### config.mk
export PLATFORM = sky130hd
export DESIGN_NAME = dmem_bus_bridge_flat
export DESIGN_NICKNAME = d
export VERILOG_FILES = /design/src/rtl/dmem_bus_bridge_if.sv /design/src/rtl/dmem_bus_bridge.sv /design/src/flat_wrapper.sv
export SDC_FILE = /design/constraint.sdc
export NUM_CORES = 1
export LEC_CHECK = 0
export BUFFER_PORTS_ARGS = -buffer_cell sky130_fd_sc_hd__buf_2
export CAP_MARGIN = 20
export CORE_MARGIN = 1
export CORE_UTILIZATION = 30
export DETAILED_ROUTE_END_ITERATION = 8
export HOLD_SLACK_MARGIN = 0.05
export SYNTH_ARGS = -nofsm -noshare
export SYNTH_HDL_FRONTEND = slang
export SYNTH_SLANG_ARGS = --single-unit
export TNS_END_PERCENT = 100
### constraint.sdc
create_clock -name cpu_clk_50M -period 2.46 [get_ports cpu_clk_50M]
set_input_delay 0.123 -clock cpu_clk_50M [delete_from_list [all_inputs] [get_ports cpu_clk_50M]]
set_output_delay 0.123 -clock cpu_clk_50M [all_outputs]
set_load 0.05 [all_outputs]
### src/rtl/dmem_bus_bridge_if.sv
// dmem_bus_if: two-phase data bus between the bridge (master) and memory system (slave)
//   bus_req/bus_wr/bus_addr/bus_wstrb/bus_wdata : request phase, driven by master
//   bus_addr_ok                                  : request accepted
//   bus_rdata/bus_data_ok                        : data phase, read data or write response
interface dmem_bus_if;
    logic        bus_req;
    logic        bus_wr;
    logic [31:0] bus_addr;
    logic [3:0]  bus_wstrb;
    logic [31:0] bus_wdata;
    logic        bus_addr_ok;
    logic [31:0] bus_rdata;
    logic        bus_data_ok;
    modport master (
        output bus_req, bus_wr, bus_addr, bus_wstrb, bus_wdata,
        input  bus_addr_ok, bus_rdata, bus_data_ok
    );
    modport slave (
        input  bus_req, bus_wr, bus_addr, bus_wstrb, bus_wdata,
        output bus_addr_ok, bus_rdata, bus_data_ok
    );
endinterface

### src/rtl/dmem_bus_bridge.sv
// dmem_bus_bridge: turns a single-cycle memory-stage request into a two-phase bus transaction
//   cpu_clk_50M, cpu_rst_n : clock (rising edge), asynchronous active-low reset
//   dce/daddr/we/din/dre   : data request from the memory stage
//   flush                  : exception/pipeline flush
//   stall_req              : holds the pipeline while a transaction is in flight
//   dout/dout_valid        : masked load data and its one-cycle write-back strobe
//   bus_err                : one-cycle pulse when a transaction times out
//   dbus                   : master side of the data bus
module dmem_bus_bridge #(
    parameter int TIMEOUT = 255,
    parameter int CNT_W   = 8
) (
    input  logic        cpu_clk_50M,
    input  logic        cpu_rst_n,
    input  logic        dce,
    input  logic [31:0] daddr,
    input  logic [3:0]  we,
    input  logic [31:0] din,
    input  logic [3:0]  dre,
    input  logic        flush,
    output logic        stall_req,
    output logic [31:0] dout,
    output logic        dout_valid,
    output logic        bus_err,
    dmem_bus_if.master  dbus
);
    localparam logic [1:0] S_IDLE = 2'd0, S_REQ = 2'd1, S_WAIT = 2'd2, S_DONE = 2'd3;
    logic [1:0]       state_q, state_d;
    logic [31:0]      addr_q, addr_d, wdata_q, wdata_d, dout_q, dout_d;
    logic [3:0]       wstrb_q, wstrb_d, rmask_q, rmask_d;
    logic             wr_q, wr_d, drop_q, drop_d;
    logic [CNT_W-1:0] cnt_q, cnt_d;
    logic             busy, done_ok, abort, drop_now, expire;
    logic [31:0]      rdata_m;
    always_comb begin
        busy     = state_q == S_REQ || state_q == S_WAIT;
        done_ok  = dbus.bus_data_ok && (state_q == S_WAIT || (state_q == S_REQ && dbus.bus_addr_ok));
        abort    = state_q == S_REQ && flush && !dbus.bus_addr_ok;
        // once the bus has accepted the request a flush only suppresses write-back
        drop_now = drop_q || (flush && (state_q == S_WAIT || (state_q == S_REQ && dbus.bus_addr_ok)));
        expire   = busy && cnt_q == CNT_W'(TIMEOUT - 1) && !done_ok && !abort;
        for (int i = 0; i < 4; i++) rdata_m[8*i +: 8] = rmask_q[i] ? dbus.bus_rdata[8*i +: 8] : 8'h00;
        state_d = state_q;
        addr_d  = addr_q;
        wr_d    = wr_q;
        wstrb_d = wstrb_q;
        wdata_d = wdata_q;
        rmask_d = rmask_q;
        dout_d  = dout_q;
        drop_d  = drop_q;
        cnt_d   = busy ? cnt_q + 1'b1 : '0;
        case (state_q)
            S_IDLE: if (dce && !flush) begin
                state_d = S_REQ;
                addr_d  = daddr & 32'hFFFF_FFFC;
                wr_d    = |we;
                wstrb_d = we;
                wdata_d = din;
                rmask_d = dre;
                drop_d  = 1'b0;
            end
            S_REQ:   state_d = abort ? S_IDLE : dbus.bus_addr_ok ? S_WAIT : S_REQ;
            S_WAIT:  state_d = S_WAIT;
            default: state_d = S_IDLE;
        endcase
        if (busy) drop_d = drop_now;
        if (done_ok || expire) begin
            state_d = drop_now ? S_IDLE : S_DONE;
            drop_d  = 1'b0;
        end
        if (done_ok && !wr_q && !drop_now) dout_d = rdata_m;
        if (expire) dout_d = '0;
    end
    always_ff @(posedge cpu_clk_50M or negedge cpu_rst_n) begin
        if (!cpu_rst_n) begin
            state_q <= S_IDLE;
            addr_q  <= '0;
            wr_q    <= 1'b0;
            wstrb_q <= '0;
            wdata_q <= '0;
            rmask_q <= '0;
            dout_q  <= '0;
            drop_q  <= 1'b0;
            cnt_q   <= '0;
        end else begin
            state_q <= state_d;
            addr_q  <= addr_d;
            wr_q    <= wr_d;
            wstrb_q <= wstrb_d;
            wdata_q <= wdata_d;
            rmask_q <= rmask_d;
            dout_q  <= dout_d;
            drop_q  <= drop_d;
            cnt_q   <= cnt_d;
        end
    end
    assign stall_req      = (state_q == S_IDLE && dce) || busy;
    assign dout           = dout_q;
    assign dout_valid     = state_q == S_DONE;
    assign bus_err        = expire;
    assign dbus.bus_req   = state_q == S_REQ;
    assign dbus.bus_wr    = wr_q;
    assign dbus.bus_addr  = addr_q;
    assign dbus.bus_wstrb = wstrb_q;
    assign dbus.bus_wdata = wdata_q;
endmodule
### src/flat_wrapper.sv
// flat-port wrapper written by rule: the top's interface ports become plain ports
module dmem_bus_bridge_flat 
#(
    parameter int TIMEOUT = 255,
    parameter int CNT_W   = 8
)
  (cpu_clk_50M, cpu_rst_n, dce, daddr, we, din, dre, flush, stall_req, dout, dout_valid, bus_err, dbus_bus_req, dbus_bus_wr, dbus_bus_addr, dbus_bus_wstrb, dbus_bus_wdata, dbus_bus_addr_ok, dbus_bus_rdata, dbus_bus_data_ok);
  dmem_bus_if dbus_i ();
  input  logic cpu_clk_50M;
  input  logic cpu_rst_n;
  input  logic dce;
  input  logic [31:0] daddr;
  input  logic [3:0] we;
  input  logic [31:0] din;
  input  logic [3:0] dre;
  input  logic flush;
  output logic stall_req;
  output logic [31:0] dout;
  output logic dout_valid;
  output logic bus_err;
  output wire logic [$bits(dbus_i.bus_req)-1:0] dbus_bus_req;
  output wire logic [$bits(dbus_i.bus_wr)-1:0] dbus_bus_wr;
  output wire logic [$bits(dbus_i.bus_addr)-1:0] dbus_bus_addr;
  output wire logic [$bits(dbus_i.bus_wstrb)-1:0] dbus_bus_wstrb;
  output wire logic [$bits(dbus_i.bus_wdata)-1:0] dbus_bus_wdata;
  input wire logic [$bits(dbus_i.bus_addr_ok)-1:0] dbus_bus_addr_ok;
  input wire logic [$bits(dbus_i.bus_rdata)-1:0] dbus_bus_rdata;
  input wire logic [$bits(dbus_i.bus_data_ok)-1:0] dbus_bus_data_ok;
  assign dbus_bus_req = dbus_i.bus_req;
  assign dbus_bus_wr = dbus_i.bus_wr;
  assign dbus_bus_addr = dbus_i.bus_addr;
  assign dbus_bus_wstrb = dbus_i.bus_wstrb;
  assign dbus_bus_wdata = dbus_i.bus_wdata;
  assign dbus_i.bus_addr_ok = dbus_bus_addr_ok;
  assign dbus_i.bus_rdata = dbus_bus_rdata;
  assign dbus_i.bus_data_ok = dbus_bus_data_ok;
  dmem_bus_bridge #(.TIMEOUT(TIMEOUT), .CNT_W(CNT_W)) u_core (.cpu_clk_50M(cpu_clk_50M), .cpu_rst_n(cpu_rst_n), .dce(dce), .daddr(daddr), .we(we), .din(din), .dre(dre), .flush(flush), .stall_req(stall_req), .dout(dout), .dout_valid(dout_valid), .bus_err(bus_err), .dbus(dbus_i));
endmodule
==> results of run 1 <==
-- per-stage QoR --
stage | hold WS, ns | instance area [um2] | std cells
floorplan | -0.1726 | 4561 | 298
global placement | 0.1980 | 5774 | 677
CTS | 0.1173 | 7460 | 813
finish | 0.1399 | 7460 | 813
detailed placement | 0.2124 | 5789 | 678
global route | 0.1420 | 7460 | 813
-- path summary, 6_finish.rpt --
| kind | from | end | slack (ns) | cells past startpoint |
|---|---|---|---|---|
| worst max-delay path | u_core.state_q[0] | bus_err | 0.40 | 6 |
| worst min-delay path | flush | u_core.state_q[1] | 0.14 | 3 |
| worst max register to register | u_core.state_q[0] | u_core.dout[13] | 0.55 | 6 |
| worst min register to register | u_core.dout[26] | u_core.dout[26] | 0.49 | 1 |
| max in group asynchronous | cpu_rst_n | u_core.cnt_q[6] | 1.42 | 3 |
| min in group asynchronous | cpu_rst_n | u_core.dbus.bus_wdata[25] | 0.30 | 2 |
-- worst max-delay path, stage by stage (launching register included) --
cell,delay (ns)
dfrtp_1,0.37
inv_1,0.10
ha_1,0.32
and3_1,0.20
nand4_4,0.11
a21oi_1,0.14
buf_2,0.28
-- kinds of logic (layout without fill, tap and decap cells) --
| family | count (synthesis) | after routing | share of synthesized area, % |
|---|---|---|---|
| DFF | 114 | 114 | 62.60 |
| adders and majority gates | 6 | 6 | 1.647 |
| xor gates and xnor gates | 6 | 6 | 1.153 |
| muxes | 74 | 74 | 18.29 |
| AOI/OAI and AO/OA | 42 | 42 | 8.512 |
| other | 1 | 2 | 0.08229 |
| and+or+nand+nor | 30 | 30 | 4.311 |
| buffers and inverters | 24 | 355 | 3.404 |
-- cell type report --
cell class / count / area [um2]
timing repair buffer: 319 / 2162
clock buffer: 23 / 488.0
sequential: 114 / 2853
clock inverter: 9 / 151.4
multi-input combinational: 160 / 1560
tap: 184 / 230.2
inverter: 4 / 15.01
fill: 1233 / 7239
-- flip-flops by register name, summed over array words and instances, names as in the netlist --
| name | count |
|---|---|
| u_core.dbus.bus_wr | 1 |
| u_core.dbus.bus_addr | 30 |
| u_core.state_q | 2 |
| u_core.cnt_q | 8 |
| u_core.dout | 32 |
| u_core.drop_q | 1 |
| u_core.rmask_q | 4 |
| u_core.dbus.bus_wstrb | 4 |
| u_core.dbus.bus_wdata | 32 |
-- per-layer routing --
metal	GRT usage [%]	routed length, um
met4	7.604	304
met3	5.434	803
met1	17.62	4769
met2	27.51	6058
met5	0	0
-- where the power goes --
group | internal [mW] | switching (mW)
clock network | 1.80 | 0.824
registers | 2.76 | 0.525
logic | 1.58 | 3.95
-- layout by cell type (no fill, tap or decap), types with 2 or more instances in the layout --
master         netlist  final
and2_1               6      6
buf_12               0      2
mux2_2              70     70
dfrtp_1            114    114
clkinv_2             0      3
nand2_1              6      5
ha_1                 6      6
mux2i_1              3      3
clkbuf_16            0     17
nor2b_1              3      3
inv_1                4      4
buf_2                7    209
a21oi_1              3      3
buf_4                9      4
dlygate4sd3_1        0    103
clkbuf_1             1      2
a32o_1              32     32
a21o_1               2      2
conb_1               1      2
xnor2_1              5      5
clkbuf_8             0      4
bufinv_16            0      4
nand3_1              3      3
==> summary.md, run 1 <==
| Metric | Value |
|---|---|
| Io pins | `between 200 and 250` |
| Clock Latency Late Sink | `0.41 ns` |
| Critical Path RT | `2.34 ns` |
| Layout cells sized above 1 | `between 50% and 60%` |
| Post-synth ARST share | `between 90% and 100%` |
| Mapped cell area | `0.004557 mm2` |
| Worst slew pin tran | `between 0.6 and 0.7 ns` |
| ANT nets after route | `0` |
| First-pass DRT Iterations | `6` |
| Gpl congestion | `approximately 0.74` |
| Netlist cell types | `37` |
| Pwr Total | `~11 mW` |
| TritonCTS clock tree | `done` |
| Synth top area cells | `dfrtp_1 (63%), mux2_2 (17%), a32o_1 (7.0%)` |
| Longest Clk Path Bufs | `2` |
| Nets | `roughly 730` |
| Vias after detailed routing | `roughly 3800` |
| Largest net degree at the start of global routing | `53` |
| Util after Layout | `50.75%` |
| Core Box Area | `about 0.015 mm2` |
| Run status | `complete, but fails checks` |
| Kind of critical path | `reg2out` |
| Drt total wl | `approximately 12 mm` |
| RSZ-0062 raised after global routing | `false` |
| Row cnt | `44` |
| Area Overhead vs Synth | `63.70%` |
| Worst Path Max Fanout | `4` |
| Synth Area per Inst | `roughly 15 um2` |
| Hold violation count in the final report | `0` |
| Total CTS buffers | `17` |
| Yosys warning count | `0` |
| Biggest area consumer among synthesized cells | `dfrtp_1` |
| CTS Sinks | `114` |
| Total gr overflow | `0` |
| Die width | `between 100 and 150 um` |
| Initial Utilization | `31.00%` |
| First-pass GRT wire length | `about 20 mm` |
| Path type of the worst min-delay path | `in2reg` |
| Failing checks | `design-rule violations` |
| Power Dens Cells | `~1500 mW/mm2` |
| Synth Flop Type | `dfrtp_1` |
| VDD IR max | `slightly below 0.001 V` |
| Critical Path Sink Type | `output port` |
| Max-Cap Viols | `0` |
| Cts hold-fix bufs | `a little over 100` |
| Fin worst setup slack | `0.4035 ns` |
| P_leak | `~3.7 nW` |
| Violation count after the first detailed-route iteration | `146` |
| Final Setup Violations | `0` |
| Clk slew on worst S/H paths | `around 0.05 ns` |
| Fmax | `around 0.5 GHz` |
| Number of global-route vias before repair | `4058` |
| Avg WL per Cell | `14.68 um` |
| Mapped Cells | `297` |
| Sum Neg Setup Slack | `0 ns` |
| Yosys reg bits | `114` |
| Gates resized, CTS repair | `0` |
| Most common library cells after synthesis | `dfrtp_1 (114), mux2_2 (70), a32o_1 (32)` |
| DP Worst Slack | `0.5675 ns` |
| Overall routing resource usage | `around 16%` |
| Post-DP HPWL | `roughly 7.6 mm` |
| Clock skew | `roughly 0.0056 ns` |
| Residual DRC count | `16` |
| Top-area cell type share of the netlist area | `62.60%` |
| Antenna violations before repair | `0` |
| Fin crit period | `between 2 and 2.5 ns` |
| Slew Limit Fails | `0` |
| CTS root buf | `clkbuf_16` |
| Register area share after synthesis | `between 60% and 70%` |
| Most frequent cell after synthesis | `dfrtp_1` |
| Postcts setup bufs | `0` |
| H-tree depth | `4` |
| CP arrival | `1.93 ns` |
| Port buffer count | `210` |
| Die Area | `0.01569 mm2` |
| ANT cells | `0` |
| Vias per cell | `about 4.6` |
| CP Launch Type | `flip-flop` |
| Post-synth EDFFs | `0` |
| Worst slew margin | `55.32%` |
| Die span in y | `between 100 and 150 um` |
| Final worst-path cycle share | `a little over four fifths` |
Note: power is estimated with default switching activity, not from simulation.
==> run 2, diff against run 1 <==
--- a/config.mk
+++ b/config.mk
@@ -5,6 +5,7 @@
 export SDC_FILE = /design/constraint.sdc
 export NUM_CORES = 1
 export LEC_CHECK = 0
+export ABC_AREA = 1
 export BUFFER_PORTS_ARGS = -buffer_cell sky130_fd_sc_hd__buf_2
 export CAP_MARGIN = 20
 export CORE_MARGIN = 1
==> constraint.sdc (replaced) <==
create_clock -name cpu_clk_50M -period 1.95 [get_ports cpu_clk_50M]
set_input_delay 0.0975 -clock cpu_clk_50M [delete_from_list [all_inputs] [get_ports cpu_clk_50M]]
set_output_delay 0.0975 -clock cpu_clk_50M [all_outputs]
set_load 0.05 [all_outputs]
==> run 2 against run 1 <==
Effect of this change: the run now ends clean; die area increased by 6.3%; largest power group unchanged; critical path depth increased by 1; sequential power increased by 24%; combinational power increased by 27%; global-route usage increased by 1.1 points; hold slack got worse by 0.0065 ns; cell area increased by 3.8%; area after synthesis increased by 6.4%; register-to-register slack got worse by 0.38 ns.
==> summary.md, run 2 <==
| Metric | Value |
|---|---|
| Run status | `completed` |
| Path depth of the worst reg2reg path | `9` |
| Netlist cell types | `24` |
| First-pass DRT Iterations | `6` |
| VDD IR max | `approximately 0.0011 V` |
| Nets | `between 900 and 1000` |
| Core Box Area | `roughly 0.016 mm2` |
| Biggest area consumer among synthesized cells | `dfrtp_1` |
| Most common library cells after synthesis | `nand2_1 (257), dfrtp_1 (114), nand3_1 (44)` |
| Final Setup Violations | `0` |
| RSZ-0062 raised after global routing | `true` |
| Io pins | `between 200 and 250` |
| Vias after detailed routing | `4739` |
| H-tree depth | `4` |
| Min-delay src | `flush` |
| Post-synth ARST share | `100.0%` |
| Layout cells sized above 1 | `a little under a third` |
| Clock Latency Late Sink | `a little over 0.4 ns` |
| Clock skew | `0.01764 ns` |
| Critical Path Sink Type | `output port` |
| Final instance area | `between 0.007 and 0.008 mm2` |
| Worst slew margin | `slightly below 60%` |
| Critical Path RT | `1.85 ns` |
| CP arrival | `roughly 1.8 ns` |
| Synth top area cells | `dfrtp_1 (59%), nand2_1 (20%), nand3_1 (4.5%)` |
| Total gr overflow | `0` |
| Hold Path End | `u_core.drop_q` |
| Largest net degree at the start of global routing | `between 100 and 150` |
| Overall routing resource usage | `between 15 and 20%` |
| Worst r2r dst | `u_core.dout[18]` |
| Total CTS buffers | `17` |
| Post-DP HPWL | `8.310 mm` |
| Violation count after the first detailed-route iteration | `220` |
| Drt total wl | `13.91 mm` |
| Vias per cell | `around 4.4` |
| Mapped Cells | `about 550` |
| Gpl congestion | `0.7601` |
| FF-to-FF Start | `u_core.state_q[0]` |
| Most frequent cell after synthesis | `nand2_1` |
| Port buffer count | `between 200 and 250` |
| Most common cell after layout, fill and taps aside | `nand2_1` |
| Area Overhead vs Synth | `59.76%` |
| Top-area cell type share of the netlist area | `58.85%` |
| First-pass GRT wire length | `roughly 22 mm` |
| ANT nets after route | `0` |
| Longest Clk Path Bufs | `2` |
| Clk slew on worst S/H paths | `~0.050 ns` |
| Yosys reg bits | `114` |
| Mapped cell area | `between 0.004 and 0.005 mm2` |
| Path type of the worst min-delay path | `in2reg` |
| Post-synth EDFFs | `0` |
| Die width | `between 100 and 150 um` |
| Hold violation count in the final report | `0` |
| Final worst-path cycle share | `a little over nine tenths` |
| Max-Cap Viols | `0` |
| Hold Crit Depth | `3` |
| Footprint of the multi-input gates | `approximately 0.0017 mm2` |
| Most frequent cells in the layout | `nand2_1 (256), buf_2 (207), dfrtp_1 (114)` |
| Die Area | `~0.017 mm2` |
| Fin cells | `between 1000 and 1500` |
| Largest stage delay, worst path | `about 0.40 ns` |
| TritonCTS clock tree | `done` |
| Number of global-route vias before repair | `4648` |
| Yosys warning count | `0` |
| CTS Sinks | `about 110` |
| Slack of the worst reg-to-reg path | `about 0.17 ns` |
| Synth Flop Type | `dfrtp_1` |
| Die span in y | `129.1 um` |
| Origin of the worst setup path | `u_core.state_q[0]` |
| Row cnt | `between 40 and 50` |
| Avg WL per Cell | `around 13 um` |
| CP most frequent cell | `nor2_4` |
| Placed cell areas | `0.006103 mm2` |
| Initial Utilization | `a little under a third` |
| Register area share after synthesis | `between 50 and 60%` |
| Fin crit period | `between 1.5 and 2 ns` |
| Synth Area per Inst | `8.894 um2` |
| Slew Limit Fails | `0` |
| CP Launch Type | `flip-flop` |
| CTS root buf | `clkbuf_16` |
| Kind of critical path | `reg2out` |
| Fillers | `roughly 1400` |
| Post-Place Cells | `about 950` |
| Worst slew pin tran | `approximately 0.63 ns` |
| ANT cells | `0` |
| Power Dens Cells | `1795 mW/mm2` |
| Fmax | `approximately 0.53 GHz` |
| Residual DRC count | `0` |
| Antenna violations before repair | `0` |
| P_leak | `between 4 and 5 nW` |
| Crit-path cells | `inv_1, ha_1, nand2_1, nor2_4, nand3_2, nor2_4, buf_8` |
| FF+latch area | `0.002853 mm2` |
| Slowest-stage cell, CP | `dfrtp_1` |
| Worst Path Max Fanout | `4` |
## run 2: area by class of cell
class                      count  share of cell area [%]
sequential                   114                   36.84
timing repair buffer         331                   29.67
multi-input combinational    380                   22.12
clock buffer                  21                   6.075
tap                          216                   3.490
inverter                      19                   1.034
clock inverter                 6                  0.7756
## run 2: what timing repair did
| action | CTS | global route |
|---|---|---|
| buffers inserted | 2 | 3 |
| pin swaps | 1 | 1 |
| hold endpoints to repair | 218 | 0 |
| hold buffers | 104 | 0 |
| resized for setup | 6 | 2 |
| setup endpoints to repair | 2 | 2 |
## run 2: logic make-up (layout without fill, tap and decap cells)
kind of cell	after synthesis	in the layout	synth area share (%)
compound gates	14	14	1.523
fa+ha+maj	6	6	1.549
buf+inv	52	377	6.350
flops	114	114	58.85
other cells	1	2	0.07737
simple gates	358	358	31.65
## run 2: layer usage
layer / part of all wire [%] / wire [um] / global-route usage (%) / up-vias
li1: - / - / - / 2384
met4: 2.1 / 294 / 8.304 / 0
met3: 6.6 / 919 / 5.615 / 24
met1: 44 / 6116 / 20.79 / 2165
met2: 47 / 6578 / 27.17 / 166
met5: 0 / 0 / 0 / -
## run 2: worst max-delay path: cells and delay by family (launching register included)
family / cells / cell delay, ns
fa+ha+maj: 1 / 0.30
simple gates: 4 / 0.43
flops: 1 / 0.40
buf+inv: 2 / 0.25
## run 2: report_power, final
part / switching [mW] / internal, mW
Clock: 1.02 / 1.80
Sequential: 0.657 / 3.42
Combinational: 5.28 / 1.72
Total: 6.96 / 6.95
## run 2: worst max-delay path by stage
stage                           end  slack [ns]  cells past startpoint
finish                      bus_err        0.06                      7
global route                bus_err       -0.04                      7
CTS                       stall_req       0.002                      6
detailed placement  u_core.dout[16]        0.15                     10
global placement            bus_err        0.21                      7
floorplan                 stall_req     -0.0003                      4
## run 2: through the flow
stage          hold WS, ns  setup slack [ns]  utilization (%)  setup TNS, ns  power [mW]
2_1_floorplan      -0.1981        -0.0003202                -     -0.0003202       9.134
3_3_place_gp        0.2466            0.2091            38.56              0       10.78
3_5_place_dp        0.2336            0.1500            38.56              0       10.82
4_1_cts             0.1148          0.002339            48.73              0       13.93
5_1_grt             0.1445          -0.04286            48.92       -0.04286       14.70
6_report            0.1334           0.06195            48.92              0       13.90
==> run 3, diff against run 2 <==
--- a/config.mk
+++ b/config.mk
@@ -5,7 +5,7 @@
 export SDC_FILE = /design/constraint.sdc
 export NUM_CORES = 1
 export LEC_CHECK = 0
-export ABC_AREA = 1
+export ABC_AREA = 0
 export BUFFER_PORTS_ARGS = -buffer_cell sky130_fd_sc_hd__buf_2
 export CAP_MARGIN = 20
 export CORE_MARGIN = 1
==> run 3 against run 2 <==
Effect of this change: the run now ends with design-rule violations left; power up 2.2%; core utilization up 2.2 points; combinational power up 3%; critical path depth up 1; hold slack worse by 0.029 ns; critical path type is now reg2reg.
==> summary.md, run 3 (same netlist as run 1, synthesis figures left out) <==
| Metric | Value |
|---|---|
| ANT cells | `0` |
| CTS root buf | `clkbuf_16` |
| Most frequent cells in the layout | `buf_2 (208), dfrtp_1 (114), dlygate4sd3_1 (103)` |
| Int Pwr | `7.484 mW` |
| Total gr overflow | `0` |
| Residual DRC count | `18` |
| Clk slew on worst S/H paths | `0.05 ns` |
| Fillers | `1224` |
| Critical Path RT | `around 2.3 ns` |
| Post-DP HPWL | `7.382 mm` |
| RSZ-0062 raised after global routing | `false` |
| Die span in y | `~130 um` |
| Clock Power Share | `20.2%` |
| Failing checks | `design-rule violations` |
| ANT nets after route | `0` |
| Largest stage delay, worst path | `around 0.35 ns` |
| Die width | `between 100 and 150 um` |
| FF+latch area | `about 0.0029 mm2` |
| Worst slew pin tran | `~0.69 ns` |
| Clock skew | `~0.0069 ns` |
| Final worst-path cycle share | `96.44%` |
| Vias after detailed routing | `3776` |
| First-pass DRT Iterations | `7` |
| Initial Utilization | `roughly 31%` |
| Die Area | `0.01569 mm2` |
| Flop pwr share | `29.2%` |
| Final instance area | `roughly 0.0075 mm2` |
| Final Setup Violations | `0` |
| Layout cells sized above 1 | `a little over half` |
| Hold violation count in the final report | `0` |
| Placed cell areas | `slightly below 0.006 mm2` |
| Total CTS buffers | `17` |
| Max-Cap Viols | `0` |
| Violation count after the first detailed-route iteration | `between 150 and 200` |
| Footprint of the multi-input gates | `around 0.0016 mm2` |
| Critical Path Sink Type | `flip-flop` |
| Worst slew margin | `53.91%` |
| Family with the most delay on the worst path | `flip-flops` |
| Fin crit period | `~1.9 ns` |
| Largest net degree at the start of global routing | `115` |
| CP arrival | `2.18 ns` |
| Power Dens Cells | `between 1500 and 2000 mW/mm2` |
| Nets | `approximately 740` |
| WP buf/inv | `3` |
| Min Hold Slack | `~0.10 ns` |
| Crit-path cells | `inv_2, buf_6, ha_4, and3_4, nand4_4, buf_4, mux2_4, a32o_1` |
| Number of global-route vias before repair | `between 4000 and 5000` |
| CP Launch Type | `flip-flop` |
| Avg WL per Cell | `15.21 um` |
| Antenna violations before repair | `0` |
| Vias per cell | `~4.6` |
| Drt total wl | `12.49 mm` |
| Run status | `complete, but fails checks` |
| CTS Sinks | `around 110` |
| Most common cell after layout, fill and taps aside | `buf_2` |
| Slew Limit Fails | `0` |
| Switch share | `47.32%` |
| Area Overhead vs Synth | `64.83%` |
| Io pins | `215` |
| Clock Latency Late Sink | `0.41 ns` |
| Row cnt | `44` |
| Slowest-stage cell, CP | `dfrtp_1` |
| Overall routing resource usage | `between 15 and 20%` |
| Longest Clk Path Bufs | `2` |
| H-tree depth | `4` |
| First-pass GRT wire length | `20.02 mm` |
| Gpl congestion | `0.7360` |
| Fmax | `~0.53 GHz` |
| Worst Path Max Fanout | `8` |
| VDD IR max | `0.0009303 V` |
| P_leak | `roughly 3.7 nW` |
| Path type of the worst min-delay path | `in2reg` |
| Kind of critical path | `reg2reg` |
| Logic pwr share | `50.6%` |
| Port buffer count | `210` |
| TritonCTS clock tree | `done` |
| Switching pwr | `approximately 6.7 mW` |
| Core Box Area | `around 0.015 mm2` |
==> run 3: cell count changes in the layout (fill, tap and decap cells not counted), moves of 14 or more <==
cell | before | now
mux2_2 | 0 | 70
a32o_1 | 0 | 32
nand2_1 | 256 | 4
nand3_1 | 43 | 3
nand4_1 | 32 | 1
inv_1 | 16 | 2
==> run 3: power groups by stage <==
stage | Combinational [mW] | Sequential [mW] | Clock, mW
after floorplan | 1.75 | 7.60 | 0
after global placement | 6.84 | 4.10 | 0
after detailed placement | 6.91 | 4.15 | 0
after CTS | 7.12 | 4.13 | 2.94
after global routing | 7.49 | 4.30 | 3.06
final | 7.19 | 4.14 | 2.88
==> run 3: metrics by stage <==
step / std cells / util [%] / power (mW) / worst slack [ns] / setup TNS (ns)
2_1_floorplan: 298 / - / 9.352 / 0.01815 / 0
5_1_grt: 821 / 51.10 / 14.85 / 0.01742 / 0
3_3_place_gp: 682 / 39.64 / 10.94 / -0.1250 / -3.892
3_5_place_dp: 682 / 39.64 / 11.06 / -0.2071 / -6.160
6_report: 821 / 51.10 / 14.21 / 0.06941 / 0
4_1_cts: 815 / 50.57 / 14.19 / 0.001254 / 0
==> run 3: layout make-up <==
class	count	area share, %
Sequential cell	114	37.98
Clock buffer	23	6.097
Inverter	4	0.1999
Multi-Input combinational cell	163	21.79
Clock inverter	7	1.133
Tap cell	184	3.065
Timing Repair Buffer	326	29.74
==> run 3: path summary, 6_finish.rpt <==
path                                   start                 to  slack [ns]  cells after the start
max                        u_core.state_q[1]    u_core.dout[22]        0.07                      8
min                                    flush  u_core.state_q[0]        0.10                      3
max reg2reg                u_core.state_q[1]    u_core.dout[22]        0.07                      8
min reg2reg                   u_core.dout[2]     u_core.dout[2]        0.48                      1
max in group asynchronous          cpu_rst_n    u_core.cnt_q[3]        1.14                      3
min in group asynchronous          cpu_rst_n    u_core.dout[13]        0.31                      3
==> run 3: repair_timing <==
item                                    in CTS  in global routing
hold buffers                               103                  0
endpoints found under the setup margin      33                 33
gates resized for setup                      7                  7
pin swaps                                    0                  3
endpoints found under the hold margin      217                  0
buffers inserted                             0                  3
gates cloned                                 0                  3
==> run 3: worst min-delay path, delay by kind of cell <==
| family | cells | cell delay [ns] |
|---|---|---|
| compound gates | 1 | 0.16 |
| buf+inv | 1 | 0.13 |
| mux | 1 | 0.08 |
==> run 3: metal layers <==
layer | track usage, % | routed length (um)
met5 | 0 | 0
met1 | 16.98 | 4870
met3 | 5.178 | 739
met2 | 30.13 | 6681
met4 | 6.671 | 195
